### src/rtl/vx_gpu_pkg.sv
// Shared sizing helpers for the GPU fetch-path blocks: counter and index widths
// derived from the requester count and the outstanding-request limit.
package vx_gpu_pkg;

    localparam int DEFAULT_NUM_REQS    = 2;
    localparam int DEFAULT_MAX_PENDING = 4;

    // Width of a counter that must represent 0..max_pending inclusive.
    function automatic int pending_width(input int max_pending);
        return $clog2(max_pending + 1);
    endfunction

    // Width of a requester index; never narrower than one bit.
    function automatic int index_width(input int num_reqs);
        return (num_reqs > 1) ? $clog2(num_reqs) : 1;
    endfunction

    localparam int DEFAULT_PENDING_W = pending_width(DEFAULT_MAX_PENDING);
    localparam int DEFAULT_INDEX_W   = index_width(DEFAULT_NUM_REQS);

endpackage

### src/rtl/vx_rr_arbiter.sv
// Round-robin selector: the first asserted request at or after ptr wins,
// wrapping past the top index back to zero.
module vx_rr_arbiter
    import vx_gpu_pkg::*;
#(
    parameter int NUM_REQS = 2,
    parameter int INDEX_W  = index_width(NUM_REQS)
) (
    input  logic [NUM_REQS-1:0] requests,
    input  logic [INDEX_W-1:0]  ptr,
    output logic [NUM_REQS-1:0] grant_onehot,
    output logic [INDEX_W-1:0]  grant_index,
    output logic                grant_valid
);

    // Scan from the farthest offset down so the closest one to ptr is kept last.
    always_comb begin
        int idx;
        grant_index = '0;
        grant_valid = 1'b0;
        idx         = 0;
        for (int k = NUM_REQS - 1; k >= 0; k--) begin
            idx = int'(ptr) + k;
            if (idx >= NUM_REQS) begin
                idx = idx - NUM_REQS;
            end
            if (requests[idx]) begin
                grant_valid = 1'b1;
                grant_index = INDEX_W'(idx);
            end
        end
    end

    genvar gi;
    generate
        for (gi = 0; gi < NUM_REQS; gi++) begin : gen_onehot
            assign grant_onehot[gi] = grant_valid && (grant_index == INDEX_W'(gi));
        end
    endgenerate

endmodule

### src/rtl/vx_icache_arb.sv
// Shares one icache port among several fetch requesters: round-robin request
// arbitration into a one-entry output register, and tag-routed responses.
module vx_icache_arb
    import vx_gpu_pkg::*;
#(
    parameter int NUM_REQS    = 2,
    parameter int ADDR_WIDTH  = 30,
    parameter int DATA_WIDTH  = 32,
    parameter int TAG_WIDTH   = 8,
    parameter int MAX_PENDING = 4
) (
    input  logic                           clk,
    input  logic                           reset,

    input  logic [NUM_REQS-1:0]            req_valid,
    input  logic [NUM_REQS*ADDR_WIDTH-1:0] req_addr,
    input  logic [NUM_REQS*TAG_WIDTH-1:0]  req_tag,
    output logic [NUM_REQS-1:0]            req_ready,

    output logic                           mem_req_valid,
    output logic [ADDR_WIDTH-1:0]          mem_req_addr,
    output logic [TAG_WIDTH+index_width(NUM_REQS)-1:0] mem_req_tag,
    input  logic                           mem_req_ready,

    input  logic                           mem_rsp_valid,
    input  logic [DATA_WIDTH-1:0]          mem_rsp_data,
    input  logic [TAG_WIDTH+index_width(NUM_REQS)-1:0] mem_rsp_tag,
    output logic                           mem_rsp_ready,

    output logic [NUM_REQS-1:0]            rsp_valid,
    output logic [DATA_WIDTH-1:0]          rsp_data,
    output logic [TAG_WIDTH-1:0]           rsp_tag,
    input  logic [NUM_REQS-1:0]            rsp_ready,

    output logic                           busy
);

    localparam int IW  = index_width(NUM_REQS);
    localparam int PW  = pending_width(MAX_PENDING);
    localparam int MTW = TAG_WIDTH + IW;
    localparam logic [PW-1:0] PEND_MAX = PW'(MAX_PENDING);
    localparam logic [IW-1:0] LAST_IDX = IW'(NUM_REQS - 1);

    logic [PW-1:0]         pending_reg [NUM_REQS];
    logic [PW-1:0]         pending_next [NUM_REQS];
    logic [IW-1:0]         rr_ptr_reg;
    logic [IW-1:0]         rr_ptr_next;
    logic                  out_valid_reg;
    logic [ADDR_WIDTH-1:0] out_addr_reg;
    logic [MTW-1:0]        out_tag_reg;

    logic [NUM_REQS-1:0]   eligible;
    logic [NUM_REQS-1:0]   grant_onehot;
    logic [IW-1:0]         grant_index;
    logic                  grant_valid;
    logic                  can_load;
    logic                  accept;
    logic [NUM_REQS-1:0]   inc_vec;
    logic [NUM_REQS-1:0]   dec_vec;
    logic [NUM_REQS-1:0]   pend_nz;
    logic [NUM_REQS-1:0]   sel_hit;
    logic [IW-1:0]         rsp_sel;
    logic                  sel_in_range;
    logic                  sel_pend_nz;

    vx_rr_arbiter #(
        .NUM_REQS (NUM_REQS),
        .INDEX_W  (IW)
    ) u_rr_arbiter (
        .requests     (eligible),
        .ptr          (rr_ptr_reg),
        .grant_onehot (grant_onehot),
        .grant_index  (grant_index),
        .grant_valid  (grant_valid)
    );

    // The output register can take a new entry if empty or draining this cycle.
    assign can_load    = !out_valid_reg || mem_req_ready;
    assign accept      = grant_valid && can_load && !reset;
    assign req_ready   = accept ? grant_onehot : '0;
    assign rr_ptr_next = (grant_index == LAST_IDX) ? '0 : grant_index + IW'(1);
    assign inc_vec     = accept ? grant_onehot : '0;

    assign rsp_sel     = mem_rsp_tag[MTW-1:TAG_WIDTH];
    assign rsp_tag     = mem_rsp_tag[TAG_WIDTH-1:0];
    assign rsp_data    = mem_rsp_data;

    genvar gi;
    generate
        for (gi = 0; gi < NUM_REQS; gi++) begin : gen_req
            assign eligible[gi]  = req_valid[gi] && (pending_reg[gi] < PEND_MAX);
            assign pend_nz[gi]   = (pending_reg[gi] != '0);
            assign sel_hit[gi]   = (rsp_sel == IW'(gi));
            assign rsp_valid[gi] = mem_rsp_valid && sel_hit[gi] && !reset;
            assign dec_vec[gi]   = rsp_valid[gi] && rsp_ready[gi];

            // Simultaneous issue and retire leaves the count unchanged.
            always_comb begin
                pending_next[gi] = pending_reg[gi];
                if (inc_vec[gi] && !dec_vec[gi]) begin
                    pending_next[gi] = pending_reg[gi] + PW'(1);
                end else if (!inc_vec[gi] && dec_vec[gi]) begin
                    pending_next[gi] = pending_reg[gi] - PW'(1);
                end
            end
        end
    endgenerate

    assign sel_in_range  = |sel_hit;
    assign sel_pend_nz   = |(sel_hit & pend_nz);
    assign mem_rsp_ready = (|(sel_hit & rsp_ready)) && !reset;

    assign mem_req_valid = out_valid_reg && !reset;
    assign mem_req_addr  = out_addr_reg;
    assign mem_req_tag   = out_tag_reg;
    assign busy          = ((|pend_nz) || out_valid_reg) && !reset;

    always_ff @(posedge clk) begin
        if (reset) begin
            out_valid_reg <= 1'b0;
            rr_ptr_reg    <= '0;
            for (int i = 0; i < NUM_REQS; i++) begin
                pending_reg[i] <= '0;
            end
        end else begin
            if (accept) begin
                out_valid_reg <= 1'b1;
                rr_ptr_reg    <= rr_ptr_next;
            end else if (mem_req_ready) begin
                out_valid_reg <= 1'b0;
            end
            for (int i = 0; i < NUM_REQS; i++) begin
                pending_reg[i] <= pending_next[i];
            end
        end
    end

    // Payload only changes on acceptance, so it stays put while stalled.
    always_ff @(posedge clk) begin
        if (accept) begin
            out_addr_reg <= req_addr[int'(grant_index)*ADDR_WIDTH +: ADDR_WIDTH];
            out_tag_reg  <= {grant_index, req_tag[int'(grant_index)*TAG_WIDTH +: TAG_WIDTH]};
        end
    end

    // A response must target an existing requester that has something outstanding.
    always_ff @(posedge clk) begin
        if (!reset && mem_rsp_valid) begin
            assert (sel_in_range && sel_pend_nz);
        end
    end

endmodule

### config.mk
export PLATFORM = sky130hd
export DESIGN_NAME = vx_icache_arb
export DESIGN_NICKNAME = d
export VERILOG_FILES = /design/src/rtl/vx_gpu_pkg.sv /design/src/rtl/vx_rr_arbiter.sv /design/src/rtl/vx_icache_arb.sv
export SDC_FILE = /design/constraint.sdc
export NUM_CORES = 1
export LEC_CHECK = 0
export CORE_UTILIZATION = 35
export DETAILED_ROUTE_END_ITERATION = 8
export DONT_BUFFER_PORTS = 1
export SETUP_SLACK_MARGIN = 0.2
export SLEW_MARGIN = 20
export SYNTH_ARGS = -nofsm -noshare
export SYNTH_HDL_FRONTEND = slang
export SYNTH_SLANG_ARGS = --single-unit
### constraint.sdc
create_clock -name clk -period 4.95 [get_ports clk]
set_input_delay 0.495 -clock clk [delete_from_list [all_inputs] [get_ports clk]]
set_output_delay 0.495 -clock clk [all_outputs]
set_load 0.03 [all_outputs]
# ---- Yosys cells after proc, flatten, opt, wreduce, memory -nomap -nowiden
# Memories as Yosys holds them, arrays and structs flattened.
# Index checks and enable logic that the tools add are counted.
# W data, S select, Z words.
dict set report word_totals {
  reg_bits 41
  mem_bits_rw 6
  inputBits 125
  output_inout_bits 86
  n_memories 1
}
dict set report classes {
  addsub 8
  n_mul 1
  magnitude_cmp 6
  shift 2
  muxes 25
  bitwise_logic 5
  reduce_logical 32
}
# name words width read_ports rd_ports_with_merged_regs wr line_no
set memory_table {}
lappend memory_table {pending_reg 2 3 2 0 2 vx_icache_arb.sv:44} ;# logic [PW-1:0] pending_reg [NUM_REQS];
# cell n
set ops {}
lappend ops {{$lt A32 B3 Y1 const B} 2}
lappend ops {{$mux W32} 2}
lappend ops {{$shiftx A60 B7 Y30} 1}
lappend ops {{$ge A32 B3 Y1 const B} 1}
lappend ops {{$sub A32 B3 Y32 const B} 1}
lappend ops {{$logic_and A1 B1 Y1} 19}
lappend ops {{$mux W3} 6}
lappend ops {{$mux W1} 16}
lappend ops {{$shiftx A16 B5 Y8} 1}
lappend ops {{$add A3 B1 Y3 const B} 2}
lappend ops {{$logic_not A1 Y1} 6}
lappend ops {{$lt A3 B3 Y1 const B} 2}
lappend ops {{$reduce_bool A3 Y1} 2}
lappend ops {{$sub A3 B1 Y3 const B} 2}
lappend ops {{$mul A1 B4 Y5 const B} 1}
lappend ops {{$reduce_or A2 Y1} 2}
lappend ops {{$sub A1 B2 Y3 const B} 1}
lappend ops {{$add A1 B1 Y2 const B} 1}
lappend ops {{$and A2 B2 Y2} 1}
lappend ops {{$ge A1 B2 Y1 const B} 1}
lappend ops {{$logic_or A1 B1 Y1} 2}
lappend ops {{$mux W2} 1}
lappend ops {{$not A1 Y1} 2}
lappend ops {{$or A1 B1 Y1} 2}
lappend ops {{2 further kinds} 2}

# ---- Depth between registers and ports, before layout
dict set report logic_depth {
  word_depth 16
  depth_mapped 10
  ltp_nobuf 9
}

# ---- Modules after synthesis
# From an unflattened synthesis, not the netlist that was laid out.
dict set report hier_totals {
  cells_unflattened 177
  area_unflattened_um2 2471.1
}
# mod n_inst cells_per_inst area_each_um2 seq_area_each_um2
set modules_own_cells {}
lappend modules_own_cells {vx_icache_arb 1 172 2438.6 1331.3}
lappend modules_own_cells {vx_rr_arbiter 1 5 32.5 0.0}

# ---- Worst setup path after synthesis
# Ideal clock, no wire load.
dict set report synth_path {
  path_type {in2reg}
  start {in req_valid[1]}
  end {reg out_addr_reg[0] (netlist: mem_req_addr[0]) (enable)}
  setup_ns 0.484
  arrival_ns 3.524
  path_slack_ns 0.942
  cell_stages 3
  n_path_buf 0
  path_cell_list {nand2b_1 -> a21boi_0 -> nor3_1}
}
dict set report synth_via {
  elab_chain_cells 8
}
# element line_no
set synth_rtl {}
lappend synth_rtl {{start, declared} vx_icache_arb.sv:15} ;# input logic [NUM_REQS-1:0] req_valid,
lappend synth_rtl {{$logic_and A1 B1 Y1 (*)} vx_icache_arb.sv:91} ;# assign eligible[gi] = req_valid[gi] && (pending_reg[gi] < PEND_MAX);
lappend synth_rtl {{$mux W1 (not written as such) (3 in a row)} vx_rr_arbiter.sv:27} ;# if (requests[idx]) begin
lappend synth_rtl {{$mux W1} vx_rr_arbiter.sv:27}
lappend synth_rtl {{$mux W1 (*)} vx_rr_arbiter.sv:27}
lappend synth_rtl {{$logic_and A1 B1 Y1 (*) (2 in a row)} vx_icache_arb.sv:79} ;# assign accept = grant_valid && can_load && !reset;
lappend synth_rtl {{via accept} vx_icache_arb.sv:57} ;# logic accept;
lappend synth_rtl {{end signal, assigned} vx_icache_arb.sv:141} ;# out_addr_reg <= req_addr[int'(grant_index)*ADDR_WIDTH +: ADDR_WIDTH];
lappend synth_rtl {{end, declared} vx_icache_arb.sv:49} ;# logic [ADDR_WIDTH-1:0] out_addr_reg;
# The timed path passes the listed nets; every way through them passes the cells marked *. The select of a mux whose other input is x is not followed.
# A chain may end at the register's enable or synchronous reset.

==> results.md <==
Outcome:
- The run finished with clean final reports.

Layout:
- The final layout contains 269 nets.
- Cells with a size suffix above 1 make up 36.9% of the layout.
- The count of filler cells inserted in the layout is 646.
- The register with the most flip-flops in the layout has 30 of them.
- Compared with the post-synthesis result, the final layout area differs by -2.47%.
- The library cell used most frequently in the layout, excluding fill and tap cells, is edfxtp_1.
- The final design area excluding fillers is 2520 um2.
- The number of antenna diodes in the final layout is 0.
- The library cells used most frequently in the layout, excluding fill and tap cells, are 39 x edfxtp_1, 38 x mux2_4, 8 x dfxtp_1.
- Excluding fillers, the count of instances in the completed layout stands at 237.

Global route:
- The sum of overflow across all layers after global routing is 0.
- In the global route stage, overall resource usage came out at 12.0%.
- The number of global-route vias before repair is 1200.
- The initial antenna violation count came to 0.
- Entering global routing, the biggest net connects 40 pins.
- The first global-routing pass estimated 6800 um of wire.

Die:
- The initial utilization of the core area, before any placement, comes to 37.2%.
- The width of the die is 87.9 um.
- Pin placement for this block handled 211 I/O pins.
- The number of rows created at floorplan is 30.
- The core region is 6940 um2.
- The die is 87.9 um tall.
- The floorplan step defined a die boundary enclosing 7730 um2.

STA:
- The worst clock skew is 0.0126 ns.
- Setup violations remaining at the end of the flow were counted as 0.
- At the pin with the least slew margin, the transition time is 1.03 ns.
- Across all setup checks in the final design, the least slack found is 1.94 ns.
- The number of hold-slack violations in the final timing report is 0.
- The count of final max-slew check failures is 0.
- The total negative slack for setup checks is 0 ns.
- The maximum frequency from static timing analysis is 332 MHz.
- The relative slew slack is 31.1%.
- The final critical-path share of the clock period is 60.8%.
- The smallest clock period supported by the final layout is computed as 3.01 ns.
- Setup repair after global routing left no endpoint under its margin.

Detailed routing:
- After detailed routing, the total wire length is 5100 um.
- The number of detailed-route iterations in the first pass is 6.
- The post-detailed-route DRC marker count is 0.
- Dividing the detail-routed wire length by the instance count gives 21.5 um.
- Using the TritonRoute via totals, the vias-per-cell ratio works out to 5.12.
- The via count of the routed design is 1213.
- After the first detailed-routing iteration, the DRC count stood at 26.
- The remaining number of nets flagged by the antenna check after routing is 0.

Clocking:
- Clock tree synthesis selected as its root buffer the cell clkbuf_8.
- The maximum clock insertion buffer count is 2.
- TritonCTS built the clock tree.
- The maximum level of the CTS H-tree is 2.
- The number of setup buffers added after CTS is 0.
- Hold repair after CTS inserted 0 buffers.
- The clock net in this run drives a total of 47 sinks.
- After clock tree synthesis, the clock-pin slew on the worst setup and hold paths is 0.09 ns.
- The later-pin clock latency in the skew report is 0.30 ns.
- The number of buffers inserted during clock tree synthesis is 5.
- Gates resized during post-CTS repair numbered 0.

Synthesis:
- After synthesis, the mean cell area works out to 14.7 um2.
- When the netlist entered floorplanning its net count stood at 305.
- The synthesized netlist contains 25 unique library cells.
- The number of enable-type register cells in the synthesized netlist is 39.
- For this run, asynchronously set or reset flops after synthesis account for 0%.
- The most frequently used flop master after synthesis is edfxtp_1.
- The cell area after synthesis is 2580 um2.
- The number of warnings issued by yosys is 0.
- Synthesis produced a netlist whose cell count is 176.
- The sequential element share of the synthesized area is 51.6%.
- The total of flip-flops plus latches after synthesis is 47.

Setup path:
- The critical path class is flip-flop to flip-flop.
- STA puts the critical path data required time at 5.19 ns.
- STA classifies the critical path endpoint as a flip-flop.
- Together, buffers and inverters on the worst path number 1.
- The worst setup path is launched from a flip-flop.
- On the critical path the largest part of the delay comes from simple AND/OR/NAND/NOR gates.
- The largest stage delay on the critical path is 0.78 ns.
- Along the worst path, the maximum fanout reaches 4.
- For this design, the slowest cell found on the critical path is nor4_2.
- Traced cell by cell, the critical path runs through nand2b_1, a21boi_0, nor4_2, ha_1, inv_1, fa_1, xor2_1, or3_1, a21oi_1.
- The slack of the worst reg-to-reg path is 1.94 ns.
- Data on the critical path arrives at its endpoint at 3.25 ns.

Power:
- For this design the ratio of total power to cell area is 425 nW/um2.
- In this run the static leakage power is 0.940 nW.
- The maximum ir drop on the vdd rail is 177 uV.

Min path:
- The type of the worst min-delay path is primary input to flip-flop.

Placed design:
- The HPWL after detailed placement is 3890 um.
- OpenSTA, run right after detailed placement, puts the worst setup slack at 1.86 ns.
- The total cell area at the placement stage is 2390 um2.
- The final weighted congestion of routability-driven global placement is 0.717.
- The number of placed cells counting well taps is 229.
- The count of buffers added on input and output ports is 0.

Job:
- The tool flagged a number of max-cap violations equal to 0.
## where the power goes
group / switching, mW / internal, mW / total (mW)
Combinational: 0.0849 / 0.0937 / 0.179
Clock: 0.124 / 0.202 / 0.326
Sequential: 0.0813 / 0.484 / 0.565
## synth_stat cells, types with 3 or more instances
cell type	count	share of area, %
buf_6	4	1.7
xor2_1	4	1.4
mux2_4	38	22
nor4_1	3	0.73
edfxtp_1	39	45
a21oi_1	5	0.97
mux2i_1	3	1.2
inv_1	3	0.44
o21ai_0	3	0.58
nand2_1	3	0.44
buf_4	40	12
nor2_1	5	0.73
dfxtp_1	8	6.2
## cell type report
class	instances	area (um2)	area share [%]
Timing Repair Buffer	2	15.0	0.596
Clock buffer	6	72.6	2.88
Inverter	3	11.3	0.447
Sequential cell	47	1330	52.9
Tap cell	96	120	4.77
Multi-Input combinational cell	81	908	36.1
Clock inverter	2	60.1	2.38
## per-stage QoR
stage	util [%]	power, mW	hold slack (ns)
floorplan	-	0.789	0.467
global placement	34.4	0.741	0.477
detailed placement	34.4	0.754	0.514
CTS	36.3	1.08	0.245
global route	36.3	1.11	0.244
finish	36.3	1.07	0.252
## worst paths after layout
check             cells past startpoint                            from                        endpoint
setup / recovery                      9  pending_reg[0][5]$_SDFFE_PP0P_  pending_reg[0][2]$_SDFFE_PP0P_
hold / removal                        1                           reset  pending_reg[0][2]$_SDFFE_PP0P_
setup reg to reg                      9  pending_reg[0][5]$_SDFFE_PP0P_  pending_reg[0][2]$_SDFFE_PP0P_
hold reg to reg                       2  pending_reg[0][5]$_SDFFE_PP0P_  pending_reg[0][5]$_SDFFE_PP0P_
## worst register-to-register path: cells and delay by family, from the launching register on
family / cells / cell delay (ns)
AOI/OAI and AO/OA: 2 / 0.36
xor gates and xnor gates: 1 / 0.16
adders and majority gates: 2 / 0.69
buffers and inverters: 1 / 0.07
DFF: 1 / 0.34
and+or+nand+nor: 3 / 1.33
## per-layer routing
| layer | global-route usage, % | wire [um] |
|---|---|---|
| met5 | 0 | 0 |
| met4 | 7.00 | 159 |
| met3 | 4.90 | 691 |
| met2 | 22.3 | 2670 |
| met1 | 10.9 | 1580 |
## cell families (layout without fill, tap and decap cells)
kind of cell               Yosys count  count (layout)  synth area share, %
buffers and inverters               48              13                 14.0
DFF                                 47              47                 51.6
muxes                               41              41                 23.3
and+or+nand+nor                     23              23                 5.52
AOI/OAI and AO/OA                    9               9                 1.84
adders and majority gates            4               4                 2.52
xor gates and xnor gates             4               4                 1.36
Note: power is estimated with default switching activity, not from simulation.
